`src/rtl/priority_encoder_rr_if.sv`:
```
// Request/result bundle for priority_encoder_rr: request side plus registered result side.
interface priority_encoder_rr_if #(
  parameter int unsigned N = 8
) ();
  localparam int unsigned W = $clog2(N);

  logic         mode;
  logic         in_valid;
  logic         in_ready;
  logic [N-1:0] req;
  logic         out_valid;
  logic         out_ready;
  logic [W-1:0] out_idx;
  logic [N-1:0] out_onehot;
  logic         out_any;
  logic         out_multi;

  // Producer of requests and consumer of results.
  modport master (
    output mode, in_valid, req, out_ready,
    input  in_ready, out_valid, out_idx, out_onehot, out_any, out_multi
  );

  // The encoder itself.
  modport slave (
    input  mode, in_valid, req, out_ready,
    output in_ready, out_valid, out_idx, out_onehot, out_any, out_multi
  );
endinterface

```
`src/rtl/priority_encoder_rr.sv`:
```
// Registered N-to-log2(N) priority encoder, fixed (MSB wins) or round-robin, with a
// single-entry output register behind a valid/ready handshake.
module priority_encoder_rr #(
  parameter int unsigned N = 8
) (
  input logic                clk,
  input logic                rst,
  priority_encoder_rr_if.slave bus
);
  localparam int unsigned W = $clog2(N);

  logic [W-1:0] last_q;
  logic         valid_q;
  logic [W-1:0] idx_q;
  logic [N-1:0] onehot_q;
  logic         any_q;
  logic         multi_q;

  logic         accept;
  logic [W-1:0] win;
  logic         any_d;
  logic         multi_d;
  logic [N-1:0] onehot_d;

  // Single-entry buffer: free when empty or being drained this cycle.
  assign bus.in_ready = !valid_q || bus.out_ready;
  assign accept       = bus.in_valid && bus.in_ready;

  // Winner selection; req == 0 leaves win at 0 in both modes.
  always_comb begin
    int p;
    win = '0;
    p   = 0;
    if (!bus.mode) begin
      for (int i = 0; i < int'(N); i++) begin
        if (bus.req[i]) win = W'(i);
      end
    end else begin
      // Walk the rotation backwards so the earliest position after last_q is written last.
      for (int k = int'(N); k >= 1; k--) begin
        p = int'(last_q) + k;
        if (p >= int'(N)) p = p - int'(N);
        if (bus.req[p]) win = W'(p);
      end
    end
  end

  // Summary flags and one-hot grant for the candidate result.
  always_comb begin
    any_d    = |bus.req;
    multi_d  = |(bus.req & (bus.req - N'(1)));
    onehot_d = any_d ? (N'(1) << win) : '0;
  end

  // Result registers and round-robin pointer; everything frozen while stalled.
  always_ff @(posedge clk) begin
    if (rst) begin
      valid_q  <= 1'b0;
      idx_q    <= '0;
      onehot_q <= '0;
      any_q    <= 1'b0;
      multi_q  <= 1'b0;
      last_q   <= W'(N - 1);
    end else if (accept) begin
      valid_q  <= 1'b1;
      idx_q    <= win;
      onehot_q <= onehot_d;
      any_q    <= any_d;
      multi_q  <= multi_d;
      if (bus.mode && any_d) last_q <= win;
    end else if (bus.out_ready) begin
      valid_q <= 1'b0;
    end
  end

  assign bus.out_valid  = valid_q;
  assign bus.out_idx    = idx_q;
  assign bus.out_onehot = onehot_q;
  assign bus.out_any    = any_q;
  assign bus.out_multi  = multi_q;
endmodule
```
`src/flat_wrapper.sv`:
```
// flat-port wrapper written by rule: the top's interface ports become plain ports
module priority_encoder_rr_flat 
#(
  parameter int unsigned N = 8
)
  (clk, rst, bus_mode, bus_in_valid, bus_req, bus_out_ready, bus_in_ready, bus_out_valid, bus_out_idx, bus_out_onehot, bus_out_any, bus_out_multi);
  priority_encoder_rr_if #(.N(N)) bus_i ();
  input logic clk;
  input logic rst;
  input wire logic [$bits(bus_i.mode)-1:0] bus_mode;
  input wire logic [$bits(bus_i.in_valid)-1:0] bus_in_valid;
  input wire logic [$bits(bus_i.req)-1:0] bus_req;
  input wire logic [$bits(bus_i.out_ready)-1:0] bus_out_ready;
  output wire logic [$bits(bus_i.in_ready)-1:0] bus_in_ready;
  output wire logic [$bits(bus_i.out_valid)-1:0] bus_out_valid;
  output wire logic [$bits(bus_i.out_idx)-1:0] bus_out_idx;
  output wire logic [$bits(bus_i.out_onehot)-1:0] bus_out_onehot;
  output wire logic [$bits(bus_i.out_any)-1:0] bus_out_any;
  output wire logic [$bits(bus_i.out_multi)-1:0] bus_out_multi;
  assign bus_i.mode = bus_mode;
  assign bus_i.in_valid = bus_in_valid;
  assign bus_i.req = bus_req;
  assign bus_i.out_ready = bus_out_ready;
  assign bus_in_ready = bus_i.in_ready;
  assign bus_out_valid = bus_i.out_valid;
  assign bus_out_idx = bus_i.out_idx;
  assign bus_out_onehot = bus_i.out_onehot;
  assign bus_out_any = bus_i.out_any;
  assign bus_out_multi = bus_i.out_multi;
  priority_encoder_rr #(.N(N)) u_core (.clk(clk), .rst(rst), .bus(bus_i));
endmodule
```
`config.mk`:
```
export PLATFORM = sky130hd
export DESIGN_NAME = priority_encoder_rr_flat
export DESIGN_NICKNAME = d
export VERILOG_FILES = /design/src/rtl/priority_encoder_rr_if.sv /design/src/rtl/priority_encoder_rr.sv /design/src/flat_wrapper.sv
export SDC_FILE = /design/constraint.sdc
export NUM_CORES = 1
export LEC_CHECK = 0
export CAP_MARGIN = 25
export CORE_UTILIZATION = 32
export DETAILED_ROUTE_END_ITERATION = 10
export GPL_ROUTABILITY_DRIVEN = 0
export GPL_TIMING_DRIVEN = 0
export SYNTH_ARGS = -nofsm -noshare
export SYNTH_HDL_FRONTEND = slang
export SYNTH_SLANG_ARGS = --single-unit
```
`constraint.sdc`:
```
create_clock -name clk -period 3.81 [get_ports clk]
set_input_delay 0.5715 -clock clk [delete_from_list [all_inputs] [get_ports clk]]
set_output_delay 0.5715 -clock clk [all_outputs]
set_load 0.05 [all_outputs]
```
# After elaboration in Yosys (flattened, before gate mapping)
# Index checks and enable logic that the tools add are counted.
# Widths: inputs -> output; s select.
[totals]
regBits = 17
latchBits = 0
mem_bits_rw = 0
mem_bits_ro = 0
inputBits = 13
memories = 0
[classes]
add_sub_neg = 17
multipliers = 0
n_div = 0
order_cmp = 16
n_eq_ne = 0
n_shift = 1
muxes = 59
n_bitwise = 1
n_reduce_logical = 8
[ops]
columns = ["op", "n"]
rows = [
  ["$mux 32", 16],
  ["$ge 32x5->1 const B", 8],
  ["$lt 32x5->1 const B", 8],
  ["$sub 32x5->32 const B", 8],
  ["$mux 3", 13],
  ["$bmux 1 s3", 8],
  ["$mux 1", 19],
  ["$add 3x3->4 const B", 4],
  ["$reduce_or 8->1", 2],
  ["$add 3x2->4 const B", 2],
  ["$and 8x8->8", 1],
  ["$mux 8", 1],
  ["$shl 1x3->8 const A", 1],
  ["$sub 8x1->8 const B", 1],
  ["$add 3x4->5 const B", 1],
  ["$add 3x1->4 const B", 1],
  ["$mux 2", 2],
  ["$logic_and 1x1->1", 2],
  ["$reduce_and 2->1", 1],
  ["$reduce_bool 2->1", 1],
  ["$logic_not 1->1", 1],
  ["$logic_or 1x1->1", 1],
]

# Logic depth before layout (Yosys ltp)
# Gate-level depths: netlist (run 1).
[depth]
word_depth = 18
ltp_mapped = 13

# Worst setup path before layout (run 1)
# OpenSTA, ideal clock, no wires.
[synth_timing]
path_kind = "reg2reg"
startpoint = "register u_core.last_q[1]"
endpoint = "register u_core.onehot_q[0] (netlist: u_core.bus.out_onehot[0])"
setup_ns = 0.117
arrival_time_ns = 3.212
required_time_ns = 3.693
slack_ns = 0.480
path_stages_with_launch = 13
cell_sequence = "dfxtp_1 -> clkbuf_1 -> clkbuf_1 -> inv_1 -> ha_1 -> buf_2 -> mux4_2 -> mux2_2 -> o221ai_1 -> a21oi_1 -> or3_1 -> buf_2 -> a32o_1"
[synth_between]
elab_chain_len = 18
word_cells_on_any_way = 75
cone_classes = "add/sub: 16; order compare: 8; shift: 1; mux: 50"
[synth_lines]
columns = ["element", "line", "source"]
rows = [
  ["from (decl)", "priority_encoder_rr.sv:12", "logic [W-1:0] last_q;"],
  ["from (signal assigned)", "priority_encoder_rr.sv:63", "last_q <= W'(N - 1);"],
  ["from (signal assigned)", "priority_encoder_rr.sv:70", "if (bus.mode && any_d) last_q <= win;"],
  ["$add 3x4->5", "priority_encoder_rr.sv:41", "p = int'(last_q) + k;"],
  ["$sub 32x5->32 or $ge 32x5->1 (tied branches)", "priority_encoder_rr.sv:42", "if (p >= int'(N)) p = p - int'(N);"],
  ["$mux 32", "priority_encoder_rr.sv:42", ""],
  ["$mux 32", "priority_encoder_rr.sv:34", "if (!bus.mode) begin"],
  ["$bmux 1 s3", "priority_encoder_rr.sv:43", "if (bus.req[p]) win = W'(p);"],
  ["$mux 1 (implied by the code) (2 in series)", "priority_encoder_rr.sv:43", ""],
  ["$mux 3 (7 in series)", "priority_encoder_rr.sv:43", ""],
  ["$mux 3 (*)", "priority_encoder_rr.sv:43", ""],
  ["$mux 3 (*)", "priority_encoder_rr.sv:34", ""],
  ["$shl 1x3->8 (*)", "priority_encoder_rr.sv:52", "onehot_d = any_d ? (N'(1) << win) : '0;"],
  ["$mux 8 (*)", "priority_encoder_rr.sv:52", ""],
  ["to (signal assigned)", "priority_encoder_rr.sv:67", "onehot_q <= onehot_d;"],
  ["to (decl)", "priority_encoder_rr.sv:15", "logic [N-1:0] onehot_q;"],
]
# Every way passes the cells marked *; elsewhere a longest branch is shown, timed or not. The select of a mux whose other input is x is not followed.
# A chain may end at the register's enable or synchronous reset.

# Worst setup path after layout (run 1)
# Same ends and word-level chain as after synthesis.

==> results of run 1 <==
[power by group through the flow]
stage	sequential [uW]	clock, uW	combinational, uW
floorplan	268	0	417
detailed placement	214	0	613
finish	211	134	619
global route	213	147	683
CTS	211	140	617
global placement	214	0	612
[metrics by stage]
stage                     TNS [ns]  total power [uW]  hold WS, ns
after detailed placement    -0.666               827        0.457
final                            0               964        0.470
after floorplan                  0               685        0.701
after CTS                        0               968        0.474
after global routing             0              1040        0.487
after global placement      -0.357               826        0.446
[layout make-up]
class	instances	area, sq um	share of cell area [%]
timing repair buffer	25	250	12.6
sequential	17	340	17.1
buffer	14	76.3	3.84
clock inverter	1	5.00	0.252
tap	67	83.8	4.22
multi-input combinational	141	1160	58.3
inverter	8	30.0	1.51
clock buffer	3	41.3	2.08
[kinds of logic after synthesis]
logic type	share of synthesized area, %
mux	23.1
xor+xnor	2.19
simple gates	17.4
buf+inv	6.80
fa+ha+maj	2.19
compound gates	27.1
flops	21.3
[layout by cell type, fill, tap and decap left out, types with 2 or more instances in the layout]
master / netlist / final
xnor2_1: 2 / 2
a2111oi_0: 3 / 2
ha_1: 2 / 2
nor3_1: 2 / 2
buf_2: 3 / 3
and2_1: 4 / 4
inv_1: 8 / 8
a21o_1: 2 / 2
nand2b_1: 4 / 4
clkdlybuf4s50_1: 0 / 25
o21ai_1: 3 / 3
nand3_1: 4 / 4
clkbuf_8: 0 / 3
dfxtp_1: 17 / 17
nor2_1: 16 / 16
a21oi_1: 9 / 9
o221ai_1: 2 / 2
a32o_1: 8 / 8
o22ai_1: 3 / 3
or4_1: 2 / 2
mux4_2: 10 / 10
nand2_1: 12 / 12
nor2b_1: 2 / 2
buf_6: 2 / 2
o21ai_0: 7 / 7
clkbuf_1: 8 / 6
mux2_2: 4 / 4
a21boi_0: 2 / 2
xor2_1: 2 / 2
a211oi_1: 4 / 4
mux2i_4: 2 / 2
o31ai_1: 2 / 2
mux2i_1: 4 / 4
or3_1: 4 / 4
[sequential cells by signal, indices dropped and copies added (netlist names)]
register,count
u_core.bus.out_idx,3
u_core.bus.out_onehot,8
u_core.bus.out_valid,1
u_core.last_q,3
u_core.bus.out_multi,1
u_core.bus.out_any,1
[layer usage]
metal,vias to the layer above,track usage (%),part of all wire [%]
li1,761,-,-
met1,719,24.6,46
met2,49,27.3,49
met3,4,1.52,4.6
met4,0,4.79,0.46
met5,-,0,0
[critical path: stages (launching register included)]
cell and delay (ns):
dfxtp_1 0.34, clkbuf_2 0.34, inv_1 0.22, ha_1 0.40, buf_2 0.23, mux4_2 0.43
mux2_2 0.31, o221ai_1 0.20, a21oi_1 0.12, or3_1 0.35, buf_2 0.17, a32o_1 0.26
[final timing paths]
kind | from | end | slack [ns] | depth (start not counted)
setup / recovery | u_core.last_q[1] | u_core.bus.out_onehot[0] | 0.32 | 11
hold / removal | u_core.bus.out_onehot[5] | u_core.bus.out_onehot[5] | 0.47 | 1
setup reg to reg | u_core.last_q[1] | u_core.bus.out_onehot[0] | 0.32 | 11
hold reg to reg | u_core.bus.out_onehot[5] | u_core.bus.out_onehot[5] | 0.47 | 1
==> metrics.txt, run 1 <==
share of cells above drive strength 1 15.8%; top_reg_cell synth dfxtp_1; Critical Path Fanout Max 17; first-pass GRT wire length 7160 um; Worst VDD drop 0.000271 V; fmax 287 MHz; synth unique cells 53; DP Cell Count 273; clk_lat worst skew between 0.2 and 0.3 ns; post-CTS sizing 1; Layout area overhead 24.1%; initial antenna violation count 0; Hold Path Class flip-flop to flip-flop; post-synth top area cell dfxtp_1; Clock power frac between 10% and 20%; Routed WL per cell around 15 um; CP arrival 3.64 ns; top post-synthesis cells by area dfxtp_1 21%, mux4_2 14%, a32o_1 5.0%; GRT Total Usage ~17%; cell area power density 486 mW/mm^2; outcome complete, no violations; vias in the first global route 1,461; Slew HR 59.4%; Post-synth EDFFs 0; root buf cell clkbuf_8; Worst Setup Start Kind flip-flop; Crit Path Category flip-flop to flip-flop; via count roughly 1,500; Pleak 0.000720 uW; #FFs+latches synth 17; RSZ-0062 raised after global routing false; Final WS setup 0.320 ns; Clock Skews 0.00205 ns; clk buf depth 2; Final Hold Viols 0; sequential-to-total area share from yosys stat 21.3%; Int Pwr 523 uW; Hold Buf Count CTS 0; largest net degree at the start of global routing 11; fin cells 276; share of flip-flops with an asynchronous set or reset after synthesis 0%; max cap viols 0; Placeable Area 0.00475 sq mm; io pins 28; Die H 72.7 um; via/cell ratio 5.55; combinational share of power 64.2%; H-tree depth 1; std cell rows 25; clock transition at the registers of the reported paths 0.07 ns; syn nets approximately 200; Crit. End Element flip-flop; Synth Cell Area 0.00160 sq mm; WP data required a little under 4 ns; sequential power share roughly 22%; total global routing overflow 0; Nets 225; detailed router's first-iteration violation count between 100 and 150; Synth Warn # 0; Die X slightly above 70 um; sw power 442 uW; 1st-pass router iterations 4; top-count cell post-synth dfxtp_1; Routed Antenna Nets 0; share of Yosys cell area claimed by the top area cell type 21.3%; DRC viols 0; Starting Density 33.7%; most frequent cells after synthesis 17 x dfxtp_1, 16 x nor2_1, 12 x nand2_1, 10 x mux4_2, 9 x a21oi_1; placed cell areas 0.00193 sq mm; Final Cycle Share 91.6%; DIE AREA about 0.0053 sq mm; Mean Syn Cell Area 8.84 sq um; Port Buffers 25; Synth Instances 181; Layout fillers 514; fin crit period 3.49 ns; final non-filler cell area 0.00199 sq mm; Max Transition Viols Final 0; DP HPWL 3130 um; Inserted Diodes 0; # clock sinks 17; Setup Viol. Count Final 0; CTS buffer count 3; sw frac 45.8%; Slew @ Worst Pin 0.606 ns; Core Util, Final around two fifths; CTS tree built; pre-CTS setup slack -0.101 ns; total wire length 4140 um; postcts setup bufs 0
Note: power is estimated with default switching activity, not from simulation.
==> run 2, diff against run 1 <==
Settings changed: CORE_MARGIN set to 1, PLACE_DENSITY set to 0.55.
==> metrics.txt, run 2 (same netlist as run 1, synthesis figures left out) <==
H-tree depth 1 (unchanged); placed cell areas 0.00193 sq mm (unchanged); Hold Buf Count CTS 0 (unchanged); root buf cell clkbuf_8 (unchanged); share of cells above drive strength 1 16.3% (was 15.8%); Pleak 0.000720 uW (about the same); DIE AREA 0.00529 sq mm (unchanged); clk buf depth 2 (unchanged); max reg flops 8 (unchanged); Inserted Diodes 0 (unchanged); GRT Total Usage 16.5% (was 17.1%); io pins 28 (unchanged); Worst Setup Start Kind flip-flop (unchanged); Final Cycle Share 91.7% (was 91.6%); Slew HR 63.9% (was 59.4%); total wire length 4030 um (was 4140 um); sw power 438 uW (was 442 uW); Crit. End Element flip-flop (unchanged); fmax 286 MHz (was 287 MHz); total global routing overflow 0 (unchanged); Layout area overhead 24.2% (was 24.1%); via/cell ratio 5.52 (was 5.55); Max Transition Viols Final 0 (unchanged); postcts setup bufs 0 (unchanged); first-pass GRT wire length 6950 um (was 7160 um); Die X 72.7 um (unchanged); Routed WL per cell 14.6 um (was 15.0 um); detailed router's first-iteration violation count 128 (was 104); Int Pwr 522 uW (was 523 uW); vias in the first global route 1,455 (was 1,461); std cell rows 25 (unchanged); largest net degree at the start of global routing 11 (unchanged); Die H 72.7 um (unchanged); Nets 225 (unchanged); Starting Density 33.7% (unchanged); Worst VDD drop 0.000250 V (was 0.000271 V); Routed Antenna Nets 0 (unchanged); Final Hold Viols 0 (unchanged); sequential power share 21.9% (was 21.8%); Critical Path Fanout Max 17 (unchanged); outcome complete, no violations (unchanged); max cap viols 0 (unchanged); 1st-pass router iterations 4 (unchanged); combinational share of power 64.2% (about the same); CTS tree built (unchanged); DP HPWL 3080 um (was 3130 um); Setup Viol. Count Final 0 (unchanged); CTS buffer count 3 (unchanged); initial antenna violation count 0 (unchanged); CP arrival 3.64 ns (about the same); DRC viols 0 (unchanged); TNS Setup 0 ns (unchanged); total power 960 uW (was 964 uW); commonest cells after routing, fill and taps aside 25 x clkdlybuf4s50_1, 17 x dfxtp_1, 16 x nor2_1, 12 x nand2_1, 10 x mux4_2 (unchanged); # clock sinks 17 (unchanged); most common cell after layout, fill and taps aside clkdlybuf4s50_1 (unchanged); via count 1,523 (was 1,533); Placeable Area 0.00475 sq mm (unchanged); clk_lat worst skew 0.25 ns (about the same); cell area power density 483 mW/mm^2 (was 486 mW/mm^2); Crit Path Category flip-flop to flip-flop (unchanged); Slew @ Worst Pin 0.539 ns (was 0.606 ns); WP data required 3.95 ns (was 3.96 ns); RSZ-0062 raised after global routing false (unchanged); sw frac 45.6% (was 45.8%); final non-filler cell area 0.00199 sq mm (about the same); Clock power frac 13.9% (about the same); clock transition at the registers of the reported paths 0.07 ns (about the same); Hold Path Class flip-flop to flip-flop (unchanged); fin crit period 3.49 ns (about the same); Port Buffers 25 (unchanged); Clock Skews 0.00249 ns (was 0.00205 ns)
[run 2: layer usage]
| layer | wire [um] | global-route usage [%] | vias to the layer above |
|---|---|---|---|
| li1 | - | - | 758 |
| met1 | 1950 | 23.9 | 715 |
| met2 | 1870 | 25.9 | 44 |
| met5 | 0 | 0 | - |
| met3 | 150 | 1.24 | 6 |
| met4 | 58 | 5.66 | 0 |
[run 2: final timing paths]
kind,from,end,slack [ns],cells past startpoint
worst min register to register,u_core.bus.out_idx[2],u_core.bus.out_idx[2],0.46,1
worst max-delay path,u_core.last_q[1],u_core.bus.out_onehot[0],0.32,11
worst max register to register,u_core.last_q[1],u_core.bus.out_onehot[0],0.32,11
worst min-delay path,u_core.bus.out_idx[2],u_core.bus.out_idx[2],0.46,1
[run 2: worst max-delay path, stage by stage (launching register included)]
cell and delay [ns]:
dfxtp_1 0.34, clkbuf_2 0.33, inv_1 0.23, ha_1 0.40, buf_2 0.24, mux4_2 0.43
mux2_2 0.32, o221ai_1 0.21, a21oi_1 0.12, or3_1 0.34, buf_2 0.17, a32o_1 0.25
[run 2: area by class of cell]
cell class / instances / area [sq um]
plain buffers: 14 / 76.3
well taps: 67 / 83.8
flip-flops and latches: 17 / 340
inverters: 8 / 30.0
clock buffers: 3 / 41.3
repair buffers: 25 / 250
multi-input cells: 141 / 1160
fillers: 526 / 2770
clock inverters: 1 / 5.00
[run 2: repair_timing]
action	4_1_cts	5_1_grt
pin swaps	0	0
resized for setup	1	4
hold endpoints to repair	0	0
setup endpoints to repair	9	14
[run 2: power groups by stage]
stage	logic (uW)	clock network [uW]	registers (uW)
CTS	617	140	211
detailed placement	612	0	214
global route	679	148	213
global placement	615	0	214
finish	616	133	210
floorplan	417	0	268
[run 2: through the flow]
stage / hold slack [ns] / utilization [%] / setup slack, ns / instances
2_1_floorplan: 0.701 / - / 0.480 / 181
3_3_place_gp: 0.437 / 40.7 / -0.0661 / 273
3_5_place_dp: 0.446 / 40.7 / -0.0850 / 273
4_1_cts: 0.468 / 41.7 / 0.0455 / 277
5_1_grt: 0.488 / 41.8 / 0.0269 / 276
6_report: 0.461 / 41.8 / 0.318 / 276
==> run 3, diff against run 2 <==
Settings changed: CAP_MARGIN 25 to 30.
==> results of run 3 <==
The final DEF is identical to that of run 2; final timing and power are the same.
